===== src/rtl/pcr_amend_front_gen.sv =====
// PCR front amender for the 1G Ethernet/IPv4/UDP/TS byte stream.
// Finds PCR fields and adds or subtracts a 27 MHz offset at a fixed 6-cycle latency.
module pcr_amend_front_gen #(
   parameter int unsigned ETH_HDR_LEN   = 14,
   parameter int unsigned UDP_HDR_LEN   = 8,
   parameter bit          PID_FILTER_EN = 1'b0,
   parameter logic [5:0]  RSV_VAL       = 6'h3F,
   parameter int unsigned CNT_W         = 16
) (
   input  logic             clk,
   input  logic             rst,
   input  logic [7:0]       pcr_din,
   input  logic             pcr_din_en,
   input  logic             good_frame_in,
   input  logic             bad_frame_in,
   input  logic [1:0]       pcr_mode,
   input  logic [12:0]      pcr_pid,
   input  logic [32:0]      pcr_base_cnt,
   input  logic [8:0]       pcr_ext_cnt,
   output logic [7:0]       pcr_dout,
   output logic             pcr_dout_en,
   output logic             good_frame_out,
   output logic             bad_frame_out,
   output logic [CNT_W-1:0] pcr_hit_cnt,
   output logic             pcr_err
);

   typedef enum logic [3:0] {
      StIdle, StH1, StH2, StH3, StAfl, StAff,
      StP0, StP1, StP2, StP3, StP4, StP5, StAmd
   } state_e;

   localparam logic [1:0] ModeSub = 2'b01;
   localparam logic [1:0] ModeAdd = 2'b10;

   state_e           state_q;
   logic [10:0]      byte_idx_q;
   logic [3:0]       ihl_q;
   logic [7:0]       ts_idx_q;
   logic [7:0]       ts_cur;
   logic [10:0]      pay_start;
   logic [12:0]      pid_q;
   logic [32:0]      obase_q;
   logic [8:0]       oext_q;
   logic [1:0]       omode_q;

   // Stage 0 holds the newest byte; stage 5 feeds the output register.
   logic [5:0][7:0]  dat_q;
   logic [5:0]       en_q;
   logic [5:0]       good_q;
   logic [5:0]       bad_q;
   logic [5:0][7:0]  src;

   logic             hdr_hit;
   logic             mode_ok;
   logic             pid_ok;
   logic [32:0]      f_base;
   logic [8:0]       f_ext;
   logic [32:0]      nb;
   logic [8:0]       ne;
   logic [9:0]       e_add;
   logic             carry;
   logic             borrow;
   logic             ext_bad;
   logic             amd_go;
   logic             do_amend;

   // ---------------------------------------------------------------------------------------------
   // Byte and TS position tracking
   // ---------------------------------------------------------------------------------------------
   assign pay_start = 11'(ETH_HDR_LEN) + {5'd0, ihl_q, 2'b00} + 11'(UDP_HDR_LEN);

   always_comb begin
      ts_cur = 8'd0;
      if (pcr_din_en) begin
         if (byte_idx_q == pay_start) begin
            ts_cur = 8'd1;
         end else if (ts_idx_q == 8'd0) begin
            ts_cur = 8'd0;
         end else if (ts_idx_q == 8'd188) begin
            ts_cur = 8'd1;
         end else begin
            ts_cur = ts_idx_q + 8'd1;
         end
      end
   end

   always_ff @(posedge clk or negedge rst) begin
      if (!rst) begin
         byte_idx_q <= '0;
         ihl_q      <= '0;
         ts_idx_q   <= '0;
      end else begin
         ts_idx_q <= ts_cur;
         if (!pcr_din_en) begin
            byte_idx_q <= '0;
         end else begin
            if (byte_idx_q != 11'd2047) byte_idx_q <= byte_idx_q + 11'd1;
            if (byte_idx_q == 11'(ETH_HDR_LEN)) ihl_q <= pcr_din[3:0];
         end
      end
   end

   // ---------------------------------------------------------------------------------------------
   // TS header / adaptation field parser
   // ---------------------------------------------------------------------------------------------
   assign hdr_hit = (ts_cur == 8'd1) && (pcr_din == 8'h47);
   assign mode_ok = (pcr_mode == ModeSub) || (pcr_mode == ModeAdd);
   assign pid_ok  = !PID_FILTER_EN || (pid_q == pcr_pid);

   always_ff @(posedge clk or negedge rst) begin
      if (!rst) begin
         state_q <= StIdle;
         pid_q   <= '0;
         obase_q <= '0;
         oext_q  <= '0;
         omode_q <= '0;
      end else if (!pcr_din_en) begin
         state_q <= StIdle;
      end else begin
         unique case (state_q)
            StIdle: state_q <= hdr_hit ? StH1 : StIdle;
            StH1: begin
               pid_q[12:8] <= pcr_din[4:0];
               state_q     <= StH2;
            end
            StH2: begin
               pid_q[7:0] <= pcr_din;
               state_q    <= StH3;
            end
            StH3:  state_q <= pcr_din[5] ? StAfl : StIdle;
            StAfl: state_q <= (pcr_din >= 8'd7) ? StAff : StIdle;
            StAff: begin
               if (pcr_din[4] && mode_ok && pid_ok) begin
                  obase_q <= pcr_base_cnt;
                  oext_q  <= pcr_ext_cnt;
                  omode_q <= pcr_mode;
                  state_q <= StP0;
               end else begin
                  state_q <= StIdle;
               end
            end
            StP0:  state_q <= StP1;
            StP1:  state_q <= StP2;
            StP2:  state_q <= StP3;
            StP3:  state_q <= StP4;
            StP4:  state_q <= StP5;
            StP5:  state_q <= StAmd;
            StAmd: state_q <= hdr_hit ? StH1 : StIdle;
            default: state_q <= StIdle;
         endcase
      end
   end

   // ---------------------------------------------------------------------------------------------
   // PCR arithmetic on the six bytes sitting in the delay line during AMD
   // ---------------------------------------------------------------------------------------------
   assign f_base  = {dat_q[5], dat_q[4], dat_q[3], dat_q[2], dat_q[1][7]};
   assign f_ext   = {dat_q[1][0], dat_q[0]};
   assign ext_bad = f_ext > 9'd299;
   assign e_add   = {1'b0, f_ext} + {1'b0, oext_q};
   assign carry   = e_add >= 10'd300;
   assign borrow  = f_ext < oext_q;

   // 9-bit wraparound is exact here since every true result is below 300.
   always_comb begin
      if (omode_q == ModeAdd) begin
         nb = f_base + obase_q + {32'd0, carry};
         ne = carry ? (f_ext + oext_q - 9'd300) : e_add[8:0];
      end else begin
         nb = f_base - obase_q - {32'd0, borrow};
         ne = borrow ? (f_ext + 9'd300 - oext_q) : (f_ext - oext_q);
      end
   end

   assign amd_go   = (state_q == StAmd) && pcr_din_en;
   assign do_amend = amd_go && !ext_bad;
   assign src      = do_amend ? {nb, RSV_VAL, ne} : dat_q;

   // ---------------------------------------------------------------------------------------------
   // Delay line, output register, hit counter and error pulse
   // ---------------------------------------------------------------------------------------------
   always_ff @(posedge clk or negedge rst) begin
      if (!rst) begin
         dat_q          <= '0;
         en_q           <= '0;
         good_q         <= '0;
         bad_q          <= '0;
         pcr_dout       <= '0;
         pcr_dout_en    <= 1'b0;
         good_frame_out <= 1'b0;
         bad_frame_out  <= 1'b0;
         pcr_hit_cnt    <= '0;
         pcr_err        <= 1'b0;
      end else begin
         dat_q          <= {src[4:0], pcr_din};
         en_q           <= {en_q[4:0], pcr_din_en};
         good_q         <= {good_q[4:0], good_frame_in};
         bad_q          <= {bad_q[4:0], bad_frame_in};
         pcr_dout       <= src[5];
         pcr_dout_en    <= en_q[5];
         good_frame_out <= good_q[5];
         bad_frame_out  <= bad_q[5];
         pcr_err        <= amd_go && ext_bad;
         if (do_amend) pcr_hit_cnt <= pcr_hit_cnt + CNT_W'(1);
      end
   end

endmodule


===== config.mk =====
export PLATFORM = sky130hd
export DESIGN_NAME = pcr_amend_front_gen
export DESIGN_NICKNAME = d
export VERILOG_FILES = /design/src/rtl/pcr_amend_front_gen.sv
export SDC_FILE = /design/constraint.sdc
export NUM_CORES = 1
export LEC_CHECK = 0
export CAP_MARGIN = 5
export CORE_AREA = 2 2 225 227
export CTS_CLUSTER_SIZE = 24
export DETAILED_ROUTE_END_ITERATION = 12
export DIE_AREA = 0 0 227 229
export GPL_TIMING_DRIVEN = 0
export MAX_ROUTING_LAYER = met4
export SYNTH_ARGS = -nofsm -noshare
export SYNTH_HDL_FRONTEND = slang
export SYNTH_SLANG_ARGS = --single-unit
export TNS_END_PERCENT = 1

===== constraint.sdc =====
create_clock -name clk -period 4.78 [get_ports clk]
set_clock_uncertainty 0.1 [all_clocks]
set_input_delay 0.956 -clock clk [delete_from_list [all_inputs] [get_ports clk]]
set_output_delay 0.956 -clock clk [all_outputs]
set_load 0.02 [all_outputs]

# ---- After elaboration in Yosys (flattened, before gate mapping)
# Cells that the tools add are included.
dict set report totals {
  regBits 165
  in_bits 70
  out_inout_bits 28
  word_cells 92
}
dict set report classes {
  n_addsub 15
  order_cmp 4
  eq_ne 22
  muxes 17
  reduce_logical 12
}
# op n
set ops {}
lappend ops {{48-bit 2-to-1 mux} 1}
lappend ops {{4-bit one-hot mux with 12 select lines} 1}
lappend ops {{33-bit by 1-bit adder with 33-bit output} 1}
lappend ops {{33-bit adder} 1}
lappend ops {{33-bit 2-to-1 mux} 1}
lappend ops {{33-bit by 1-bit subtractor with 33-bit output} 1}
lappend ops {{33-bit subtractor} 1}
lappend ops {{8-bit 2-to-1 mux} 4}
lappend ops {{9-bit 2-to-1 mux} 3}
lappend ops {{11-bit 2-to-1 mux} 2}
lappend ops {{4-bit equality test (second input constant)} 5}
lappend ops {{9-bit subtractor} 2}
lappend ops {{16-bit by 1-bit adder with 16-bit output (second input constant)} 1}
lappend ops {{4-bit by 3-bit equality test with 1-bit output (second input constant)} 4}
lappend ops {{11-bit by 1-bit adder with 11-bit output (second input constant)} 1}
lappend ops {{11-bit by 4-bit equality test with 1-bit output (second input constant)} 1}
lappend ops {{11-bit by 8-bit equality test with 1-bit output} 1}
lappend ops {{11-bit != test (second input constant)} 1}
lappend ops {{9-bit by 9-bit adder with 10-bit output} 1}
lappend ops {{10-bit by 9-bit >= comparator with 1-bit output (second input constant)} 1}
lappend ops {{9-bit adder} 1}
lappend ops {{9-bit adder (second input constant)} 1}
lappend ops {{9-bit > comparator (second input constant)} 1}
lappend ops {{9-bit < comparator} 1}
lappend ops {{other kinds (24)} 32}

# ---- Depth between registers and ports, before layout
# Gate-level depths: netlist (run 1).
dict set report depth {
  depth_word 10
  mapped_depth 25
  depth_no_buf 23
}

# ---- Least setup slack after synthesis (run 1)
# Ideal clock, no wire load.
dict set report synth_timing {
  path_kind {reg2reg}
  startpoint {register dat_q[2] (netlist bit)}
  endpoint {register pcr_dout[7]}
  setup_time_ns 0.080
  arrival_time_ns 4.889
  t_required_ns 4.600
  setup_slack_ns -0.289
  path_stages_with_launch 25
  path_buffers 2
  period_less_slack_ns 5.069
  cell_sequence {dfrtp_1 > inv_1 > ha_1 > buf_2 > nor3b_1 > o21ai_0 > a21oi_1 > o21ai_0 > a22oi_1 > a31o_2 > buf_2 > fa_1 > ha_1 > or2_2 > fa_1 > nor2b_1 > o21ai_0 > nand4_1 > nand3_1 > o211ai_1 > nand4_1 > a31o_2 > mux2i_1 > nor3_1 > xnor2_1}
}
# element line_no
set synth_lines {}
lappend synth_lines {{from (decl)} 48} ;# logic [5:0][7:0] dat_q;
lappend synth_lines {{from (signal assigned)} 196} ;# dat_q <= {src[4:0], pcr_din};
lappend synth_lines {{to (signal assigned)} 200} ;# pcr_dout <= src[5];
lappend synth_lines {{to (decl)} 20} ;# output logic [7:0] pcr_dout,

==> impl_metrics.json, run 1 <==
{
  "std_cell_rows": 82,
  "grt_pass1_wl_mm": 56.1,
  "finish.cell_count_without_fillers": 2135,
  "routabilityCongestion": 0.914,
  "route.final.wire_length_mm": 34.8,
  "post-route-cell-area_um2": 15000,
  "maxCapViolations": 0,
  "syn_nets": 1556,
  "power_density_nw_per_um2": 223,
  "min_period_ns": 5.29,
  "worst_ir_drop_vdd_v": 0.000192,
  "run_status": "complete, but fails checks",
  "grt_usage_pct": 14.3,
  "achievable-frequency_mhz": 189,
  "synthXorXnorAreaFrac_pct": 8.19,
  "synth-edff-count": 0,
  "power.net_switching_mw": 0.995,
  "floorplan.initialDensity_pct": 24.8,
  "post_synth_and_or_nand_nor_area_fraction_pct": 13.5,
  "synth_ff_type": "sky130_fd_sc_hd__dfrtp_1",
  "worst-setup-path-type": "flop to flop",
  "flow.area_growth_from_synthesis_pct": 21.7,
  "route.detailed.wl_per_inst_um": 16.3,
  "h-tree-depth": 4,
  "cts.sink_count": 165,
  "place.detailed.instances": 2094,
  "final_layout_size_suffix_gt1_share_pct": 12.3,
  "fillers": 5261,
  "min-delay-path-class": "flop to flop",
  "vias_per_instance": 4.72,
  "clock_tree.root_cell": "sky130_fd_sc_hd__clkbuf_16",
  "utilization_pct": 30.2,
  "p_leak_nw": 6.66,
  "fp.dieArea_um2": 52000,
  "die-width_um": 227,
  "sequential_group_share_of_total_power_pct": 43.6,
  "cp-startpoint": "dat_q[0]",
  "synth.ff_latch_count": 165,
  "holdCritStartpoint": "en_q[2]",
  "reg2reg_from": "dat_q[0]",
  "synthDistinctLibCells": 83,
  "drt_first_pass_iters": 5,
  "first_global_vias": 10400,
  "antenna-diode-count": 0,
  "grt_max_degree": 103,
  "internal_power_mw": 2.34,
  "die_y_um": 229,
  "clock_insertion_delay_worst_skew_ns": 0.48,
  "synth_sequential_area_ratio_pct": 33.6,
  "failed_checks": "negative setup slack",
  "synth-compound-area-share_pct": 17.2,
  "slew-limit-headroom_pct": 40.4,
  "comb_power_share_pct": 14.6,
  "whs_ns": 0.241,
  "worst_ep_arrival_time_ns": 5.51,
  "design.final.nets": 1669,
  "setup_slack_ns": -0.514,
  "post_route_total_power_mw": 3.34,
  "power.share.clock_pct": 41.8,
  "number_of_setup_violations_in_the_final_report": 18,
  "critical_path_peak_fanout": 8,
  "cts_tree": "done",
  "route.vias.total": 10100,
  "clock_pin_slew_on_the_worst_setup_and_hold_paths_ns": 0.08,
  "number_of_antenna_violations_at_the_first_check_in_global_routing": 0,
  "portBuffers": 84,
  "synth.cell_area_um2": 12300,
  "drv_slew": 0,
  "detailedPlacementHpwl_mm": 26.4,
  "hold_viol": 0,
  "ys_warn_count": 0,
  "synth_async_sr_flop_share_pct": 100,
  "critPathLaunchType": "flop",
  "cts_inserted_buffers": 17,
  "core_area_um2": 49700,
  "cts_max_path_buffers": 2,
  "synthMuxAreaShare_pct": 5.70,
  "switching_share_pct": 29.8,
  "drtIter0Drc": 669,
  "syn_area_per_cell_um2": 9.20,
  "num_io_pins": 98,
  "critPathRequiredTime_ns": 5.00,
  "grt_overflow": 0,
  "synth_top_family_by_area": "compound AO/OA/AOI/OAI gates",
  "drc": 0,
  "ant_nets": 0,
  "critical_path_endpoint_category": "flop",
  "rsz0062_at_grt": "yes",
  "placement.cell_area_um2": 14100,
  "area_share_of_fa_ha_maj_cells_after_synthesis_pct": 16.0,
  "finalCritPeriodShare_pct": 111,
  "worst_slew_pin_slew_ns": 0.894,
  "synthesis.instances": 1337
}
==> repair_timing <==
item / 4_1_cts / 5_1_grt
hold buffers: 0 / 0
pin swaps: 21 / 7
gates resized for setup: 50 / 12
endpoints found under the setup margin: 23 / 24
setup buffers: 8 / 1
==> cells in the mapped netlist (all sizes together) (9+ instances only) <==
cell      n  share of area, %
mux2     49               4.5
inv     151               4.6
a21oi   102               4.2
o31ai     9              0.66
a31oi     9              0.46
and3     12              0.61
and2     12              0.61
o21bai    9              0.55
nand2b   14              0.71
xnor2    84               6.0
nor2     84               2.6
mux2i    15               1.2
o211ai   16              0.98
nor3     25               1.0
nand2    73               2.2
clkbuf   31              0.95
or2      12              0.61
a211oi   13              0.79
nand3    34               1.4
nor2b    15              0.76
xor2     31               2.2
dfrtp   165                34
o21ai    81               3.5
nand4    19              0.97
a21o     15              0.92
ha      137                14
fa       12               2.0
==> stage by stage <==
stage	TNS [ns]	worst slack [ns]
floorplan	-0.0000941	-0.0000941
global placement	-714.19	-4.29
detailed placement	-10.96	-0.876
CTS	-4.30	-0.435
global route	-9.72	-0.689
finish	-4.70	-0.514
==> layer usage <==
metal	GRT usage, %	up-vias	share of wire [%]
li1	-	4871	-
met1	18.0	4898	45
met2	23.2	250	48
met3	2.69	57	4.8
met4	4.72	0	2.6
met5	-	-	0
==> power groups by stage <==
stage / combinational [mW] / sequential, mW / clock (mW)
5_1_grt: 0.543 / 1.46 / 1.50
3_3_place_gp: 0.459 / 1.48 / 0
3_5_place_dp: 0.470 / 1.48 / 0
6_report: 0.487 / 1.46 / 1.40
2_1_floorplan: 0.296 / 1.48 / 0
4_1_cts: 0.486 / 1.46 / 1.44
==> cells in the final DEF, fill, tap and decap left out, drive strengths merged, types with 7 or more instances in the layout <==
cell type,count
nor2,84
a21o,15
clkdlybuf4s50,83
o31ai,9
fa,12
xor2,31
a221oi,7
and2,12
ha,137
nor2b,15
nand3,34
or2,12
a22oi,7
mux2,49
inv,154
or3,8
xnor2,84
o21bai,9
a31oi,9
buf,17
clkbuf,48
o21ai,81
dfrtp,165
o211ai,16
nand2b,14
o21a,7
and3,12
clkinv,11
nor3,25
a211oi,13
nand2,73
nand4,19
a21oi,102
mux2i,15
==> logic make-up (layout without fill, tap and decap cells) <==
group,Yosys count,count (layout)
buf+inv,189,315
mux,64,64
compound gates,323,323
xor+xnor,115,115
flops,165,165
simple gates,330,330
fa+ha+maj,151,151
==> sequential cells by signal, indices dropped and copies added (netlist names), 2 cells and up <==
register,flops
dat_q,48
obase_q,33
pcr_hit_cnt,16
byte_idx_q,11
oext_q,9
pcr_dout,8
ts_idx_q,8
bad_q,6
en_q,6
good_q,6
ihl_q,4
state_q,4
omode_q,2
==> critical path, stage by stage (launching register included) <==
cell and delay [ns]:
sky130_fd_sc_hd__dfrtp_1 0.37, sky130_fd_sc_hd__ha_2 0.20, sky130_fd_sc_hd__inv_1 0.05, sky130_fd_sc_hd__fa_2 0.35, sky130_fd_sc_hd__nand2b_4 0.16, sky130_fd_sc_hd__a21oi_2 0.17
sky130_fd_sc_hd__o21ai_1 0.11, sky130_fd_sc_hd__a21oi_2 0.23, sky130_fd_sc_hd__o41ai_2 0.10, sky130_fd_sc_hd__xnor2_1 0.15, sky130_fd_sc_hd__o21a_1 0.21, sky130_fd_sc_hd__buf_6 0.15
sky130_fd_sc_hd__fa_2 0.38, sky130_fd_sc_hd__fa_2 0.36, sky130_fd_sc_hd__o21ba_1 0.19, sky130_fd_sc_hd__or4_4 0.45, sky130_fd_sc_hd__a31oi_4 0.26, sky130_fd_sc_hd__o2111ai_4 0.20
sky130_fd_sc_hd__nand3_4 0.18, sky130_fd_sc_hd__a21boi_2 0.09, sky130_fd_sc_hd__o31ai_2 0.29, sky130_fd_sc_hd__xnor2_1 0.12, sky130_fd_sc_hd__a21oi_1 0.19, sky130_fd_sc_hd__a22oi_2 0.09
==> cell type report <==
| type | instances | area, µm² | area share [%] |
|---|---|---|---|
| clock inverters | 15 | 171 | 1.14 |
| inverters | 152 | 572 | 3.82 |
| well taps | 672 | 841 | 5.61 |
| clock buffers | 17 | 425 | 2.84 |
| repair buffers | 94 | 941 | 6.28 |
| plain buffers | 37 | 165 | 1.10 |
| multi-input cells | 983 | 7730 | 51.6 |
| flip-flops and latches | 165 | 4130 | 27.6 |
==> final timing paths <==
check,endpoint,slack (ns),cells past startpoint
max in group asynchronous,dat_q[34],3.35,2
max,pcr_dout[5],-0.51,23
min reg2reg,en_q[3],0.24,0
min,en_q[3],0.24,0
min in group asynchronous,byte_idx_q[7],0.29,1
max reg2reg,pcr_dout[5],-0.51,23
Power figures use the tool's default switching activity.
==> run 2, diff against run 1 <==
- SLEW_MARGIN: not set -> 30
==> impl_metrics.json, run 2 (synthesized netlist as in run 1, its figures left out) <==
{
  "number_of_antenna_violations_at_the_first_check_in_global_routing": 0,
  "detailedPlacementHpwl_mm": 26.5,
  "top_register": "dat_q",
  "placement.setup.worst_slack_ns": -0.863,
  "h-tree-depth": 4,
  "clock_pin_slew_on_the_worst_setup_and_hold_paths_ns": 0.07,
  "drtIter0Drc": 723,
  "design.final.nets": 1690,
  "final_layout_size_suffix_gt1_share_pct": 14.9,
  "critPathLaunchType": "flop",
  "route.detailed.wl_per_inst_um": 16.3,
  "worst-setup-path-type": "flop to flop",
  "final_common_cell": "sky130_fd_sc_hd__dfrtp_1",
  "grt_max_degree": 63,
  "cp_slowest_cell": "sky130_fd_sc_hd__or4_4",
  "placement.cell_area_um2": 14100,
  "critical_path_peak_fanout": 4,
  "first_global_vias": 10400,
  "grt_overflow": 0,
  "min-delay-path-class": "flop to flop",
  "rsz0062_at_grt": "yes",
  "largest_register_ffs": 48,
  "fp.dieArea_um2": 52000,
  "die-width_um": 227,
  "critical_path_endpoint_category": "flop",
  "grt_usage_pct": 14.3,
  "routabilityCongestion": 0.914,
  "vias_per_instance": 4.70,
  "cts_tree": "done",
  "cts_max_path_buffers": 2,
  "slew-limit-headroom_pct": 37.8,
  "grt_pass1_wl_mm": 56.0,
  "min_period_ns": 5.20,
  "achievable-frequency_mhz": 192,
  "utilization_pct": 30.8,
  "worst_ir_drop_vdd_v": 0.000181,
  "num_io_pins": 98,
  "number_of_setup_violations_in_the_final_report": 14,
  "finalCritPeriodShare_pct": 109,
  "critPathMostFrequentCell": "sky130_fd_sc_hd__fa_2",
  "finish.cell_count_without_fillers": 2156,
  "route.vias.total": 10100,
  "route.final.wire_length_mm": 35.1,
  "critical_path.cell_chain": "ha_4 > inv_2 > fa_2 > nand2b_4 > a21oi_4 > o21ai_2 > a21oi_2 > o41ai_2 > xnor2_1 > o21a_1 > buf_6 > fa_2 > fa_2 > o21ba_4 > or4_4 > a31oi_4 > o2111ai_4 > nand3_4 > a21boi_4 > o31ai_4 > xnor2_1 > a21oi_1 > a22oi_2",
  "worst_slew_pin_slew_ns": 0.933,
  "reg_top3": "dat_q (48), obase_q (33), pcr_hit_cnt (16)",
  "cts_inserted_buffers": 17,
  "critPathMaxStageDelay_ns": 0.44,
  "critPathRequiredTime_ns": 5.05,
  "power_density_nw_per_um2": 222,
  "maxCapViolations": 0,
  "core_area_um2": 49700,
  "clock_insertion_delay_worst_skew_ns": 0.46,
  "commonest_cells_after_routing_fill_and_taps_aside": "sky130_fd_sc_hd__dfrtp_1 (159), sky130_fd_sc_hd__inv_1 (146), sky130_fd_sc_hd__ha_1 (125)",
  "clock_tree.root_cell": "sky130_fd_sc_hd__clkbuf_16",
  "flow.area_growth_from_synthesis_pct": 24.4,
  "cts.sink_count": 165,
  "die_y_um": 229,
  "place.detailed.instances": 2095,
  "portBuffers": 84,
  "run_status": "complete, but fails checks",
  "setup_slack_ns": -0.417,
  "antenna-diode-count": 0,
  "cts-hold-fix-buffers": 0,
  "failed_checks": "negative setup slack",
  "drt_first_pass_iters": 5,
  "drv_slew": 0,
  "std_cell_rows": 82,
  "drc": 0,
  "hold_viol": 0,
  "p_leak_nw": 6.81,
  "ant_nets": 0,
  "worst_ep_arrival_time_ns": 5.46,
  "floorplan.initialDensity_pct": 24.8,
  "post-route-cell-area_um2": 15300
}
==> run 2: per-layer routing <==
| layer | part of all wire (%) | GRT usage, % | wire, µm | up-vias |
|---|---|---|---|---|
| met1 | 44 | 17.6 | 15600 | 4935 |
| met5 | 0 | - | 0 | - |
| met3 | 4.4 | 2.75 | 1550 | 49 |
| met2 | 49 | 23.6 | 17100 | 226 |
| li1 | - | - | - | 4918 |
| met4 | 2.4 | 4.21 | 825 | 0 |
==> run 2: worst max-delay path: cells and delay by family, from the launching register on <==
kind / cells / cell delay (ns)
AO/OA/AOI/OAI: 12 / 2.13
adder cells (fa/ha/maj): 4 / 1.23
AND/OR/NAND/NOR: 3 / 0.78
flip-flops: 1 / 0.39
XOR/XNOR: 2 / 0.30
buffers and inverters: 2 / 0.15
==> run 2: path summary, 6_finish.rpt <==
| check | slack (ns) | from | end | cells past startpoint |
|---|---|---|---|---|
| setup / recovery | -0.42 | dat_q[0] | pcr_dout[5] | 23 |
| hold / removal | 0.25 | bad_q[3] | bad_q[4] | 0 |
| setup reg to reg | -0.42 | dat_q[0] | pcr_dout[5] | 23 |
| hold reg to reg | 0.25 | bad_q[3] | bad_q[4] | 0 |
| max in group asynchronous | 3.61 | rst | dat_q[34] | 2 |
| min in group asynchronous | 0.30 | rst | byte_idx_q[9] | 1 |
==> run 2: stage by stage <==
stage | total power, mW | hold WS, ns | TNS, ns
final | 3.39 | 0.246 | -3.21
after global routing | 3.55 | 0.252 | -7.30
after CTS | 3.42 | 0.246 | -3.46
after detailed placement | 1.96 | 0.235 | -10.87
after global placement | 1.94 | 0.232 | -714.19
after floorplan | 1.78 | 0.231 | -0.0000941
==> run 2: where the power goes <==
part	internal, mW	total [mW]	switching, mW
registers	1.43	1.46	0.0252
clock network	0.785	1.43	0.641
logic	0.230	0.508	0.278
==> run 2: cell type report <==
type	count	area, µm²
Fill cell	5213	34400
Multi-Input combinational cell	983	7870
Sequential cell	165	4140
Timing Repair Buffer	115	1120
Tap cell	672	841
Inverter	152	572
Clock buffer	18	429
Buffer	37	169
Clock inverter	14	165
==> run 2: what timing repair did <==
action,4_1_cts,5_1_grt
resized for setup,61,33
endpoints found under the setup margin,23,24
pin swaps,23,42
endpoints found under the hold margin,0,0
setup buffers,11,18
